<file path="src/rtl/march_if.sv">
`timescale 1ns/1ps
// Bundle between the March C- controller and the RAM/comparator it drives.
interface march_if #(
   parameter int unsigned ADDR_W = 4,
   parameter int unsigned DATA_W = 8
);
   logic              start;
   logic              eq;
   logic [ADDR_W-1:0] addr;
   logic [DATA_W-1:0] data_t;
   logic              we;
   logic              re;
   logic              cmp_en;
   logic              busy;
   logic              done;
   logic              fail;
   logic [ADDR_W-1:0] fail_addr;
   logic [7:0]        fail_count;

   modport master (
      input  start, eq,
      output addr, data_t, we, re, cmp_en, busy, done, fail, fail_addr, fail_count
   );

   modport slave (
      output start, eq,
      input  addr, data_t, we, re, cmp_en, busy, done, fail, fail_addr, fail_count
   );
endinterface

</file>
<file path="src/rtl/march_controller.sv">
`timescale 1ns/1ps
// March C- memory test sequencer: walks six elements over the RAM, writes patterns,
// checks read-back via an external comparator and records mismatches.
module march_controller #(
   parameter int unsigned ADDR_W = 4,
   parameter int unsigned DATA_W = 8
) (
   input logic      clk,
   input logic      rst_n,
   march_if.master  bus
);

   typedef enum logic [2:0] {StIdle, StWr, StRd, StCmp, StDone} state_e;

   localparam logic [2:0]        LastElem = 3'd5;
   localparam logic [ADDR_W-1:0] AddrMax  = {ADDR_W{1'b1}};
   localparam logic [DATA_W-1:0] Ones     = {DATA_W{1'b1}};
   localparam logic [7:0]        CntMax   = 8'hFF;

   state_e            state_q, state_d;
   logic [2:0]        elem_q, elem_d;
   logic [ADDR_W-1:0] addr_q, addr_d;
   logic [DATA_W-1:0] data_q;
   logic [DATA_W-1:0] data_t;
   logic              fail_q, fail_d;
   logic [ADDR_W-1:0] fail_addr_q, fail_addr_d;
   logic [7:0]        fail_count_q, fail_count_d;

   // Element decode: M0 w0 | M1 r0,w1 | M2 r1,w0 | M3 v r0,w1 | M4 v r1,w0 | M5 r0
   logic       elem_down, rd_one, wr_one, elem_has_wr, next_down, last_addr, advance;
   logic [2:0] elem_next;

   always_comb begin
      elem_down   = (elem_q == 3'd3) || (elem_q == 3'd4);
      rd_one      = (elem_q == 3'd2) || (elem_q == 3'd4);
      wr_one      = (elem_q == 3'd1) || (elem_q == 3'd3);
      elem_has_wr = (elem_q != LastElem);
      elem_next   = elem_q + 3'd1;
      next_down   = (elem_next == 3'd3) || (elem_next == 3'd4);
      last_addr   = elem_down ? (addr_q == '0) : (addr_q == AddrMax);
   end

   always_ff @(posedge clk or negedge rst_n) begin
      if (!rst_n) begin
         state_q <= StIdle;
      end else begin
         state_q <= state_d;
      end
   end

   always_ff @(posedge clk or negedge rst_n) begin
      if (!rst_n) begin
         elem_q       <= '0;
         addr_q       <= '0;
         data_q       <= '0;
         fail_q       <= 1'b0;
         fail_addr_q  <= '0;
         fail_count_q <= '0;
      end else begin
         elem_q       <= elem_d;
         addr_q       <= addr_d;
         data_q       <= data_t;
         fail_q       <= fail_d;
         fail_addr_q  <= fail_addr_d;
         fail_count_q <= fail_count_d;
      end
   end

   always_comb begin
      state_d      = state_q;
      elem_d       = elem_q;
      addr_d       = addr_q;
      fail_d       = fail_q;
      fail_addr_d  = fail_addr_q;
      fail_count_d = fail_count_q;
      advance      = 1'b0;
      unique case (state_q)
         StIdle: begin
            if (bus.start) begin
               state_d      = StWr;
               elem_d       = '0;
               addr_d       = '0;
               fail_d       = 1'b0;
               fail_addr_d  = '0;
               fail_count_d = '0;
            end
         end
         StWr: advance = 1'b1;
         StRd: state_d = StCmp;
         StCmp: begin
            if (!bus.eq) begin
               fail_d = 1'b1;
               if (fail_count_q != CntMax) fail_count_d = fail_count_q + 8'd1;
               if (!fail_q) fail_addr_d = addr_q;
            end
            if (elem_has_wr) state_d = StWr;
            else             advance = 1'b1;
         end
         StDone:  state_d = StIdle;
         default: state_d = StIdle;
      endcase

      // Write is always the last op of an element, so finishing it moves the address on.
      if (advance) begin
         if (last_addr) begin
            if (elem_q == LastElem) begin
               state_d = StDone;
            end else begin
               elem_d  = elem_next;
               addr_d  = next_down ? AddrMax : '0;
               state_d = StRd;
            end
         end else begin
            addr_d  = elem_down ? (addr_q - 1'b1) : (addr_q + 1'b1);
            state_d = (elem_q == '0) ? StWr : StRd;
         end
      end
   end

   always_comb begin
      data_t = data_q;
      if (state_q == StWr)  data_t = wr_one ? Ones : '0;
      if (state_q == StCmp) data_t = rd_one ? Ones : '0;
   end

   assign bus.addr       = addr_q;
   assign bus.data_t     = data_t;
   assign bus.we         = (state_q == StWr);
   assign bus.re         = (state_q == StRd);
   assign bus.cmp_en     = (state_q == StCmp);
   assign bus.busy       = (state_q == StWr) || (state_q == StRd) || (state_q == StCmp);
   assign bus.done       = (state_q == StDone);
   assign bus.fail       = fail_q;
   assign bus.fail_addr  = fail_addr_q;
   assign bus.fail_count = fail_count_q;

endmodule

</file>
<file path="src/flat_wrapper.sv">
// flat-port wrapper written by rule: the top's interface ports become plain ports
module march_controller_flat 
#(
   parameter int unsigned ADDR_W = 4,
   parameter int unsigned DATA_W = 8
)
  (clk, rst_n, bus_start, bus_eq, bus_addr, bus_data_t, bus_we, bus_re, bus_cmp_en, bus_busy, bus_done, bus_fail, bus_fail_addr, bus_fail_count);
  march_if #(.ADDR_W(ADDR_W), .DATA_W(DATA_W)) bus_i ();
  input logic clk;
  input logic rst_n;
  input wire logic [$bits(bus_i.start)-1:0] bus_start;
  input wire logic [$bits(bus_i.eq)-1:0] bus_eq;
  output wire logic [$bits(bus_i.addr)-1:0] bus_addr;
  output wire logic [$bits(bus_i.data_t)-1:0] bus_data_t;
  output wire logic [$bits(bus_i.we)-1:0] bus_we;
  output wire logic [$bits(bus_i.re)-1:0] bus_re;
  output wire logic [$bits(bus_i.cmp_en)-1:0] bus_cmp_en;
  output wire logic [$bits(bus_i.busy)-1:0] bus_busy;
  output wire logic [$bits(bus_i.done)-1:0] bus_done;
  output wire logic [$bits(bus_i.fail)-1:0] bus_fail;
  output wire logic [$bits(bus_i.fail_addr)-1:0] bus_fail_addr;
  output wire logic [$bits(bus_i.fail_count)-1:0] bus_fail_count;
  assign bus_i.start = bus_start;
  assign bus_i.eq = bus_eq;
  assign bus_addr = bus_i.addr;
  assign bus_data_t = bus_i.data_t;
  assign bus_we = bus_i.we;
  assign bus_re = bus_i.re;
  assign bus_cmp_en = bus_i.cmp_en;
  assign bus_busy = bus_i.busy;
  assign bus_done = bus_i.done;
  assign bus_fail = bus_i.fail;
  assign bus_fail_addr = bus_i.fail_addr;
  assign bus_fail_count = bus_i.fail_count;
  march_controller #(.ADDR_W(ADDR_W), .DATA_W(DATA_W)) u_core (.clk(clk), .rst_n(rst_n), .bus(bus_i));
endmodule
</file>
<file path="config.mk">
export PLATFORM = sky130hd
export DESIGN_NAME = march_controller_flat
export DESIGN_NICKNAME = d
export VERILOG_FILES = /design/src/rtl/march_if.sv /design/src/rtl/march_controller.sv /design/src/flat_wrapper.sv
export SDC_FILE = /design/constraint.sdc
export NUM_CORES = 1
export LEC_CHECK = 0
export CAP_MARGIN = 20
export CELL_PAD_IN_SITES_DETAIL_PLACEMENT = 1
export CELL_PAD_IN_SITES_GLOBAL_PLACEMENT = 1
export CORE_ASPECT_RATIO = 1.2
export CORE_MARGIN = 2
export CORE_UTILIZATION = 41
export DETAILED_ROUTE_END_ITERATION = 8
export PLACE_DENSITY_LB_ADDON = 0.1
export RECOVER_POWER = 100
export REMOVE_ABC_BUFFERS = 1
export SYNTH_ARGS = -nofsm -noshare
export SYNTH_HDL_FRONTEND = slang
export SYNTH_SLANG_ARGS = --single-unit
</file>
<file path="constraint.sdc">
create_clock -name clk -period 5.75 [get_ports clk]
set_clock_uncertainty 0.15 [all_clocks]
set_input_delay 0.8625 -clock clk [delete_from_list [all_inputs] [get_ports clk]]
set_output_delay 0.8625 -clock clk [all_outputs]
set_load 0.01 [all_outputs]
</file>
Word level (Yosys, flattened, before mapping)
Cells that the tools add are included.
{"block": "word_totals", "reg_bits": 31, "inputBits": 4, "out_inout_bits": 30, "wordCells": 83}
{"block": "classes", "n_addsub": 4, "n_eq_ne": 21, "muxes": 37, "reduce_logical": 14}
{"op": "8-bit two-way mux", "count": 7}
{"op": "4-bit two-way mux", "count": 10}
{"op": "3-bit two-way mux", "count": 10}
{"op": "8-bit one-hot mux with 2 select lines", "count": 1}
{"op": "3-bit by 2-bit == test with 1-bit output, second input constant", "count": 5}
{"op": "3-bit == test, second input constant", "count": 4}
{"op": "3-bit one-hot mux with 4 select lines", "count": 1}
{"op": "8-bit by 1-bit adder with 8-bit output, second input constant", "count": 1}
{"op": "8-bit != test, second input constant", "count": 1}
{"op": "4-bit one-hot mux with 2 select lines", "count": 1}
{"op": "4-bit AND reduction", "count": 2}
{"op": "3-bit by 1-bit == test with 1-bit output, second input constant", "count": 2}
{"op": "3-bit logical NOT", "count": 2}
{"op": "1-bit logical OR", "count": 6}
{"op": "2-bit != test, second input constant", "count": 3}
{"op": "3-bit AND reduction", "count": 2}
{"op": "4-bit by 1-bit adder with 4-bit output, second input constant", "count": 1}
{"op": "4-bit == test, second input constant", "count": 1}
{"op": "4-bit logical NOT", "count": 1}
{"op": "1-bit two-way mux", "count": 4}
{"op": "2-bit by 1-bit != test with 1-bit output, second input constant", "count": 2}
{"op": "1-bit one-hot mux with 2 select lines", "count": 2}
{"op": "4-bit by 1-bit subtractor with 4-bit output, second input constant", "count": 1}
{"op": "3-bit by 1-bit adder with 3-bit output, second input constant", "count": 1}
{"op": "other kinds (5)", "count": 5}

Longest topological paths before layout
{"block": "depth", "depth_word": 7, "ltp_mapped": 9}

Worst setup path before layout
OpenSTA, ideal clock, no wires.
{"block": "synth_path", "path_type": "reg2out", "start": "register u_core.elem_q[2]", "end": "output bus_data_t[0]", "t_arrival_ns": 1.444, "t_required_ns": 4.738, "path_slack_ns": 3.293, "stages_incl_launch_ff": 8, "cell_sequence": "dfrtp_1 clkbuf_1 inv_1 ha_1 inv_1 o221ai_1 nor2_1 nor2_1"}
{"block": "synth_between", "elab_chain_len": 5, "word_cells_on_any_way": 10}
{"item": "start: declaration", "line": "march_controller.sv:21", "source": "logic [2:0] elem_q, elem_d;"}
{"item": "start signal: assignment", "line": "march_controller.sv:60", "source": "elem_q <= elem_d;"}
{"item": "3-bit by 1-bit == test with 1-bit output / 3-bit by 2-bit == test with 1-bit output (equally long branches)", "line": "march_controller.sv:36", "source": "wr_one = (elem_q == 3'd1) || (elem_q == 3'd3);"}
{"item": "1-bit logical OR", "line": "march_controller.sv:36"}
{"item": "8-bit two-way mux (2 in a row)", "line": "march_controller.sv:122", "source": "if (state_q == StWr) data_t = wr_one ? Ones : '0;"}
{"item": "8-bit two-way mux (*)", "line": "march_controller.sv:123", "source": "if (state_q == StCmp) data_t = rd_one ? Ones : '0;"}
{"item": "end: declaration", "line": "flat_wrapper.sv:14", "source": "output wire logic [$bits(bus_i.data_t)-1:0] bus_data_t;"}
Every way passes the cells marked *; elsewhere a longest branch is shown, timed or not.

Worst setup path in the final report
{"block": "layout_path", "start": "register u_core.elem_q[1]", "end": "output bus_data_t[2]"}
Same word-level chain as after synthesis.

==> flow_summary.ini <==
[place]
placedInstanceArea_um2 = 2140
buffer_ports.inserted = 33
detailed_place_hpwl_mm = 3.39
place_congestion = 0.784

[cells_and_area]
area_growth_pct = 25.1
layout.cell_area.non_filler_um2 = 2240
antenna_cells = 0
net_count_of_the_finished_layout = 230
multi_input_area_um2 = 896
layout_common_cells = dlygate4sd3_1 (31), dfrtp_1 (31), nor2_1 (23)
n_fill_cell = 493
layout-drive-gt1-share = 0.0505
final-seq-area_um2 = 776

[logic_synthesis]
ys_top_cells_by_area = dfrtp_1 (43%), mux2i_1 (6.2%), ha_1 (5.6%), nor2_1 (4.8%), nand2_1 (3.8%)
synth_top_area_frac = 0.434
synth-edff-count = 0
ys.warnings.count = 0
yosys.cell_types.count = 47
syn-instance-count = 186
synthesis.area_um2 = 1790
async_reset_ff_frac = 1.00
postSynth.topFlopCell = dfrtp_1
synth_top_area_cell = dfrtp_1
synth_sequential_area_ratio = 0.434
synth.ff_latch_count = 31
synthesis.area_per_instance_um2 = 9.62

[critical_path]
worst-endpoint-required_ns = 4.74
worstPathBufferInverterCount = 2
ordered_list_of_cells_on_the_worst_path = inv_1 -> ha_1 -> mux2i_1 -> o221ai_1 -> nor2_1 -> nor2_1 -> dlygate4sd3_1
path_class = register to primary output
critical_path_endpoint_category = primary output
arrival_ns = 2.51
timing.critical_path.fanout_max = 8
startpoint_type = register
timing.reg2reg.worst_path_depth = 9
timing.critical_path.slowest_cell_delay_ns = 0.64
cp_top_family = buffers and inverters
crit-reg2reg-launch = u_core.elem_q[0]$_DFF_PN0_
flop2flop_setup_slack_ns = 3.10
r2r_endpoint = u_core.bus.addr[3]$_DFF_PN0_
worst_path_most_repeated_cell = nor2_1
cpMaxStageDelayCell = dlygate4sd3_1

[sta]
grt_setup_unrepaired = no
max_freq_mhz = 284
maxSlewHeadroom = -0.169
setup_viol = 0
setup-tns-final_ns = 0
timing.final.max_slew_violations = 32
finalWorstPathRequiredPeriod_ns = 3.52
fin_crit_sh = 0.612
worst-slew-pin-transition_ns = 1.75
fin_hold_ws_ns = 0.355
finalHoldViolations = 0

[grt]
overflow = 0
first_global_vias = 1614
grt_start_max_net_pins = 32
grt_use_total = 0.199
grt_antenna_before_repair = 0
grt_pass1_wl_mm = 7.69

[floorplanning]
die-area_um2 = 4910
core_area_um2 = 4230
die_w_um = 64.3
row_count = 26
die_h_um = 76.4
io-pin-count = 34
initial_core_util = 0.423

[hold_path]
hold-path-cell-count = 2
hold-path-endpoint = u_core.data_q[7]$_DFF_PN0_
hp-start = u_core.data_q[7]$_DFF_PN0_
hold_path_class = register to register

[clock_network]
cts_made_buffers = 5
clk_transition_reported_paths_ns = 0.06
cts_tree = yes
htreeDepth = 2
tritoncts_num_sinks = 31
cts.hold.buffers_added = 0
clk_path_buf_depth = 2
post_cts_resize_count = 0
cts_root_buf = clkbuf_8
worstSkewPairLatency_ns = 0.28
number_of_post_cts_setup_repair_buffers = 0

[route]
ant_nets = 0
detail_route.drc_violations = 0
routedWlPerCell_um = 16.6
drt_iter0_markers = 77
viasPerCell = 5.52
drtPass1Iterations = 4
routed_vias = 1513
post_detailed_routing_wire_length_mm = 4.56

[power]
static-leakage-power_uw = 0.00107
power_per_cell_area_nw_per_um2 = 508
vdd.ir_drop.worst_v = 0.000225

[job]
cap_violations = 1

[run_status]
failed_checks = capacitance limit, slew limit
outcome = complete, but fails checks
-- where the power goes --
group          switching (µW)  internal [µW]
Combinational             288            253
Sequential               79.1            294
Clock                    82.4            140
Total                     449            687
-- worst max-delay path by stage --
stage,start,to,slack [ns],cells after the start
6_report,u_core.elem_q[1]$_DFF_PN0_,bus_data_t[2],2.23,7
3_5_place_dp,u_core.elem_q[1]$_DFF_PN0_,bus_data_t[0],2.62,7
4_1_cts,u_core.elem_q[1]$_DFF_PN0_,bus_data_t[0],2.29,7
2_1_floorplan,u_core.elem_q[0]$_DFF_PN0_,u_core.bus.addr[3]$_DFF_PN0_,3.35,9
5_1_grt,u_core.elem_q[1]$_DFF_PN0_,bus_data_t[2],2.02,7
3_3_place_gp,bus_start,u_core.bus.fail_count[5]$_DFFE_PN0P_,2.74,5
-- Yosys cell counts, drive strengths merged (2+ instances only) --
cell / n
a21boi: 2
a21o: 4
a21oi: 3
a32oi: 2
and3: 3
and4: 3
buf: 7
clkbuf: 3
dfrtp: 31
ha: 8
inv: 12
mux2: 2
mux2i: 11
nand2: 18
nand2b: 3
nand3: 6
nand3b: 2
nand4: 2
nor2: 23
nor2b: 2
nor3: 2
nor3b: 4
nor4: 2
o21ai: 4
o22ai: 3
o31ai: 4
or3b: 2
or4: 4
or4b: 2
-- worst min-delay path, stage by stage (launching register included) --
cell     delay, ns
dfrtp_1       0.32
nor2_1        0.04
nor2_1        0.10
-- sequential cells by signal, summed over array words and instances (netlist names) --
signal / flops
u_core.elem_q: 3
u_core.state_q: 3
u_core.bus.fail_count: 8
u_core.bus.fail_addr: 4
u_core.data_q: 8
u_core.bus.addr: 4
u_core.bus.fail: 1
-- per-layer routing --
layer | up-vias | wire length (µm) | track usage | part of all wire
li1 | 720 | - | - | -
met1 | 762 | 1800 | 0.225 | 0.40
met2 | 27 | 2570 | 0.373 | 0.56
met3 | 4 | 156 | 0.0458 | 0.034
met4 | 0 | 28 | 0.0447 | 0.0061
met5 | - | 0 | 0 | 0
-- cell type report --
type / instances / share of cell area
clock buffers: 6 / 0.0369
flip-flops and latches: 31 / 0.347
well taps: 56 / 0.0313
repair buffers: 34 / 0.149
multi-input cells: 133 / 0.400
inverters: 12 / 0.0201
clock inverters: 2 / 0.0157
-- cell families after synthesis --
family	synth area share
multiplexers	0.0762
AO/OA/AOI/OAI	0.124
XOR/XNOR	0.00490
AND/OR/NAND/NOR	0.236
flip-flops	0.434
adder cells (fa/ha/maj)	0.0671
buffers and inverters	0.0573
-- per-stage QoR --
stage	setup slack, ns	instances	util	power [µW]
floorplan	3.35	176	-	685
global placement	2.74	266	0.506	935
detailed placement	2.62	266	0.506	977
CTS	2.29	274	0.534	1210
global route	2.02	274	0.529	1230
finish	2.23	274	0.529	1140
(Power assumes the default switching activity.)
==> RTL edit 1, RTL diff (same settings) <==
`DATA_W` is set to 8 in 3 places; all go to 6.
--- a/src/rtl/march_if.sv
+++ b/src/rtl/march_if.sv
@@ -2,7 +2,7 @@
 // Bundle between the March C- controller and the RAM/comparator it drives.
 interface march_if #(
    parameter int unsigned ADDR_W = 4,
-   parameter int unsigned DATA_W = 8
+   parameter int unsigned DATA_W = 6
 );
    logic              start;
    logic              eq;
--- a/src/rtl/march_controller.sv
+++ b/src/rtl/march_controller.sv
@@ -3,7 +3,7 @@
 // checks read-back via an external comparator and records mismatches.
 module march_controller #(
    parameter int unsigned ADDR_W = 4,
-   parameter int unsigned DATA_W = 8
+   parameter int unsigned DATA_W = 6
 ) (
    input logic      clk,
    input logic      rst_n,
--- a/src/flat_wrapper.sv
+++ b/src/flat_wrapper.sv
@@ -2,7 +2,7 @@
 module march_controller_flat 
 #(
    parameter int unsigned ADDR_W = 4,
-   parameter int unsigned DATA_W = 8
+   parameter int unsigned DATA_W = 6
 )
   (clk, rst_n, bus_start, bus_eq, bus_addr, bus_data_t, bus_we, bus_re, bus_cmp_en, bus_busy, bus_done, bus_fail, bus_fail_addr, bus_fail_count);
   march_if #(.ADDR_W(ADDR_W), .DATA_W(DATA_W)) bus_i ();
Interface: changed (resized bus_data_t); port bits go from 34 to 32. The function was not compared with the original's and may differ.
==> RTL edit 1 against the original RTL <==
The flow still finishes with violations (capacitance limit, slew limit). Wire length decreased by 3.3%. Sequential cell count decreased by 2. Utilization increased by 0.55 points. Total power decreased by 18%. Non-clock buffer count decreased by 2. Worst setup slack got worse by 490 ps. Fmax decreased by 12%. Register-to-register slack got worse by 310 ps. Area after synthesis decreased by 8.3%. Sequential share of layout area increased by 0.33 points. Via count decreased by 3.4%. Cell area decreased by 7.3%. Clock power decreased by 29%. Critical path type unchanged.
==> RTL edit 1: results <==
export IMPL_p_leak_nw=0.983
export IMPL_timing_rr_start="u_core.elem_q[1]"
export IMPL_dp_hpwl_um=3350
export IMPL_grt_pass1_wl_um=7230
export IMPL_synthMuxAreaShare=0.0488
export IMPL_clkCellAreaFrac=0.0386
export IMPL_final_max_slew_viol_count=30
export IMPL_drv_cap=1
export IMPL_p_seq_w=0.000335
export IMPL_fin_cells=268
export IMPL_violations="capacitance limit, slew limit"
export IMPL_dpl_cell_count=260
export IMPL_final_nets=226
export IMPL_routed_wl_um=4410
export IMPL_cp_max_fo=10
export IMPL_pwr_share_seq=0.358
export IMPL_synth_xor_area_frac=0.0107
export IMPL_grt_pass1_vias=1551
export IMPL_drtIter0Drc=75
export IMPL_utilization=0.535
export IMPL_cpLargestDelayFamily="compound AO/OA/AOI/OAI gates"
export IMPL_globalplace_congestion=0.794
export IMPL_status="finished, violations left"
export IMPL_synth_compound_area_frac=0.181
export IMPL_r2r_slack_ps=2790
export IMPL_cp_arrival_ps=3000
export IMPL_p_switching_w=0.000383
export IMPL_wl_met2_um=2590
export IMPL_pg_clk_w=0.000159
export IMPL_yosysSeqAreaShare=0.442
export IMPL_use_met1=0.229
export IMPL_syn_instance_count=177
export IMPL_critPathSlowestCell="a311oi_1"
export IMPL_vias_per_cell=5.46
export IMPL_buf_share=0.151
export IMPL_max_stage_delay_ps=660
export IMPL_grt_max_degree=30
export IMPL_gr_usage_met2=0.421
export IMPL_multi_input_area_sq_um=842
export IMPL_regArea_sq_um=726
RTL edit 1: worst min-delay path: stages (launching register included):
cell and delay, ps:
dfrtp_1 320, nor2_1 40, nor2_1 100
RTL edit 1: cells by family (layout without fill, tap and decap cells):
logic type / after synthesis / count (layout)
and+or+nand+nor: 71 / 71
AOI/OAI and AO/OA: 44 / 44
DFF: 29 / 29
buffers and inverters: 15 / 52
adders and majority gates: 9 / 9
muxes: 7 / 7
xor gates and xnor gates: 2 / 2
RTL edit 1: how the worst max path moves through the flow:
stage / from / to / cells after the start / slack (ps)
global placement: u_core.state_q[0] / bus_data_t[5] / 5 / 2420
global route: u_core.state_q[0] / bus_data_t[5] / 5 / 1470
detailed placement: u_core.state_q[0] / bus_data_t[5] / 5 / 2180
CTS: u_core.state_q[0] / bus_data_t[5] / 5 / 1820
floorplan: u_core.state_q[0] / bus_data_t[0] / 4 / 3120
finish: u_core.state_q[0] / bus_data_t[5] / 5 / 1740
==> RTL edit 2, RTL diff (same flow settings) <==
Made on the original files. Take the reset off `addr_q`, `data_q` and `fail_addr_q` and load them in a clocked block of their own.
--- a/src/rtl/march_controller.sv
+++ b/src/rtl/march_controller.sv
@@ -51,19 +51,19 @@
    always_ff @(posedge clk or negedge rst_n) begin
       if (!rst_n) begin
          elem_q       <= '0;
-         addr_q       <= '0;
-         data_q       <= '0;
          fail_q       <= 1'b0;
-         fail_addr_q  <= '0;
          fail_count_q <= '0;
       end else begin
          elem_q       <= elem_d;
-         addr_q       <= addr_d;
-         data_q       <= data_t;
          fail_q       <= fail_d;
-         fail_addr_q  <= fail_addr_d;
          fail_count_q <= fail_count_d;
       end
+   end
+
+   always_ff @(posedge clk) begin
+      addr_q      <= addr_d;
+      data_q      <= data_t;
+      fail_addr_q <= fail_addr_d;
    end
 
    always_comb begin
Check against the original RTL: differs if rst_n is asserted again (counterexample within 4 cycles, from zero or initial values and one cycle with rst_n low); with rst_n held inactive, the same outputs for 10 cycles.
==> RTL edit 2 against the original RTL <==
Critical endpoint is now bus_data_t[5]. Combinational power is 12% lower. Total power shrank 12%. Worst setup slack got worse by 520 ps. Area after synthesis decreased by 8.3%. Sequential share of layout area increased by 0.64 points. Sequential cell count is the same. Wire length down 16%. Largest cell class unchanged. Cell area down 6.9%.
==> RTL edit 2: results <==
export IMPL_synthTopCellsByArea="dfrtp_1 (23%), dfxtp_1 (15%), edfxtp_1 (7.3%), ha_1 (6.9%), mux2i_1 (3.7%)"
export IMPL_grt_pass1_vias=1366
export IMPL_relSlewSlack=0.338
export IMPL_yosysSeqAreaShare=0.448
export IMPL_grt_pass1_wl_um=6520
export IMPL_pg_clk_w=0.000165
export IMPL_gr_usage_met2=0.325
export IMPL_max_stage_delay_ps=740
export IMPL_power_density_nw_per_um2=479
export IMPL_final_nets=213
export IMPL_drtIter0Drc=42
export IMPL_startpoint="u_core.state_q[0]"
export IMPL_synthArstFlopShare=0.484
export IMPL_synthAdderAreaFrac=0.0808
export IMPL_grt_max_degree=16
export IMPL_wl_met2_um=1960
export IMPL_globalplace_congestion=0.829
export IMPL_p_seq_w=0.000356
export IMPL_cpLargestDelayFamily="compound AO/OA/AOI/OAI gates"
export IMPL_yosysUniqueCellTypes=43
export IMPL_synth_edf_count=4
export IMPL_status="finished clean"
export IMPL_syn_instance_count=165
export IMPL_synth_compound_area_frac=0.148
export IMPL_drive_gt1_frac=0.0750
export IMPL_p_leak_nw=0.926
export IMPL_dp_hpwl_um=2980
export IMPL_use_met1=0.242
export IMPL_fmax_ghz=0.248
export IMPL_cp_max_fo=13
export IMPL_met3_usage=0.0475
export IMPL_synth_xor_area_frac=0.0160
export IMPL_synthMuxAreaShare=0.0617
export IMPL_crit_reg2reg_capture="u_core.bus.addr[3]"
export IMPL_critPathSlowestCell="nor2b_1"
export IMPL_drt_met1_wl_um=1690
export IMPL_fin_cells=254
export IMPL_dr_wl_met3_um=126
export IMPL_r2r_slack_ps=2960
export IMPL_worstSetupEndpoint="bus_data_t[5]"
export IMPL_grt_usage=0.195
export IMPL_cp_arrival_ps=3030
-- RTL edit 2: per-stage QoR --
stage,hold slack (ps),instance area [sq um]
after floorplan,355,1610
after global placement,299,2010
after detailed placement,306,2010
after CTS,329,2090
after global routing,339,2080
final,320,2080
-- RTL edit 2: worst min path at each step --
stage,from,end,depth (start not counted)
6_report,u_core.data_q[4],u_core.data_q[4],1
5_1_grt,u_core.data_q[7],u_core.data_q[7],1
4_1_cts,u_core.data_q[6],u_core.data_q[6],1
3_5_place_dp,u_core.data_q[3],u_core.data_q[3],1
3_3_place_gp,u_core.data_q[4],u_core.data_q[4],1
2_1_floorplan,u_core.data_q[0],u_core.data_q[0],1
-- RTL edit 2: cell type report --
type / instances / area (sq um)
fill: 462 / 1790
multi-input combinational: 124 / 851
sequential: 31 / 736
timing repair buffer: 33 / 330
clock buffer: 6 / 72.6
tap: 54 / 67.6
inverter: 4 / 15.0
clock inverter: 2 / 12.5
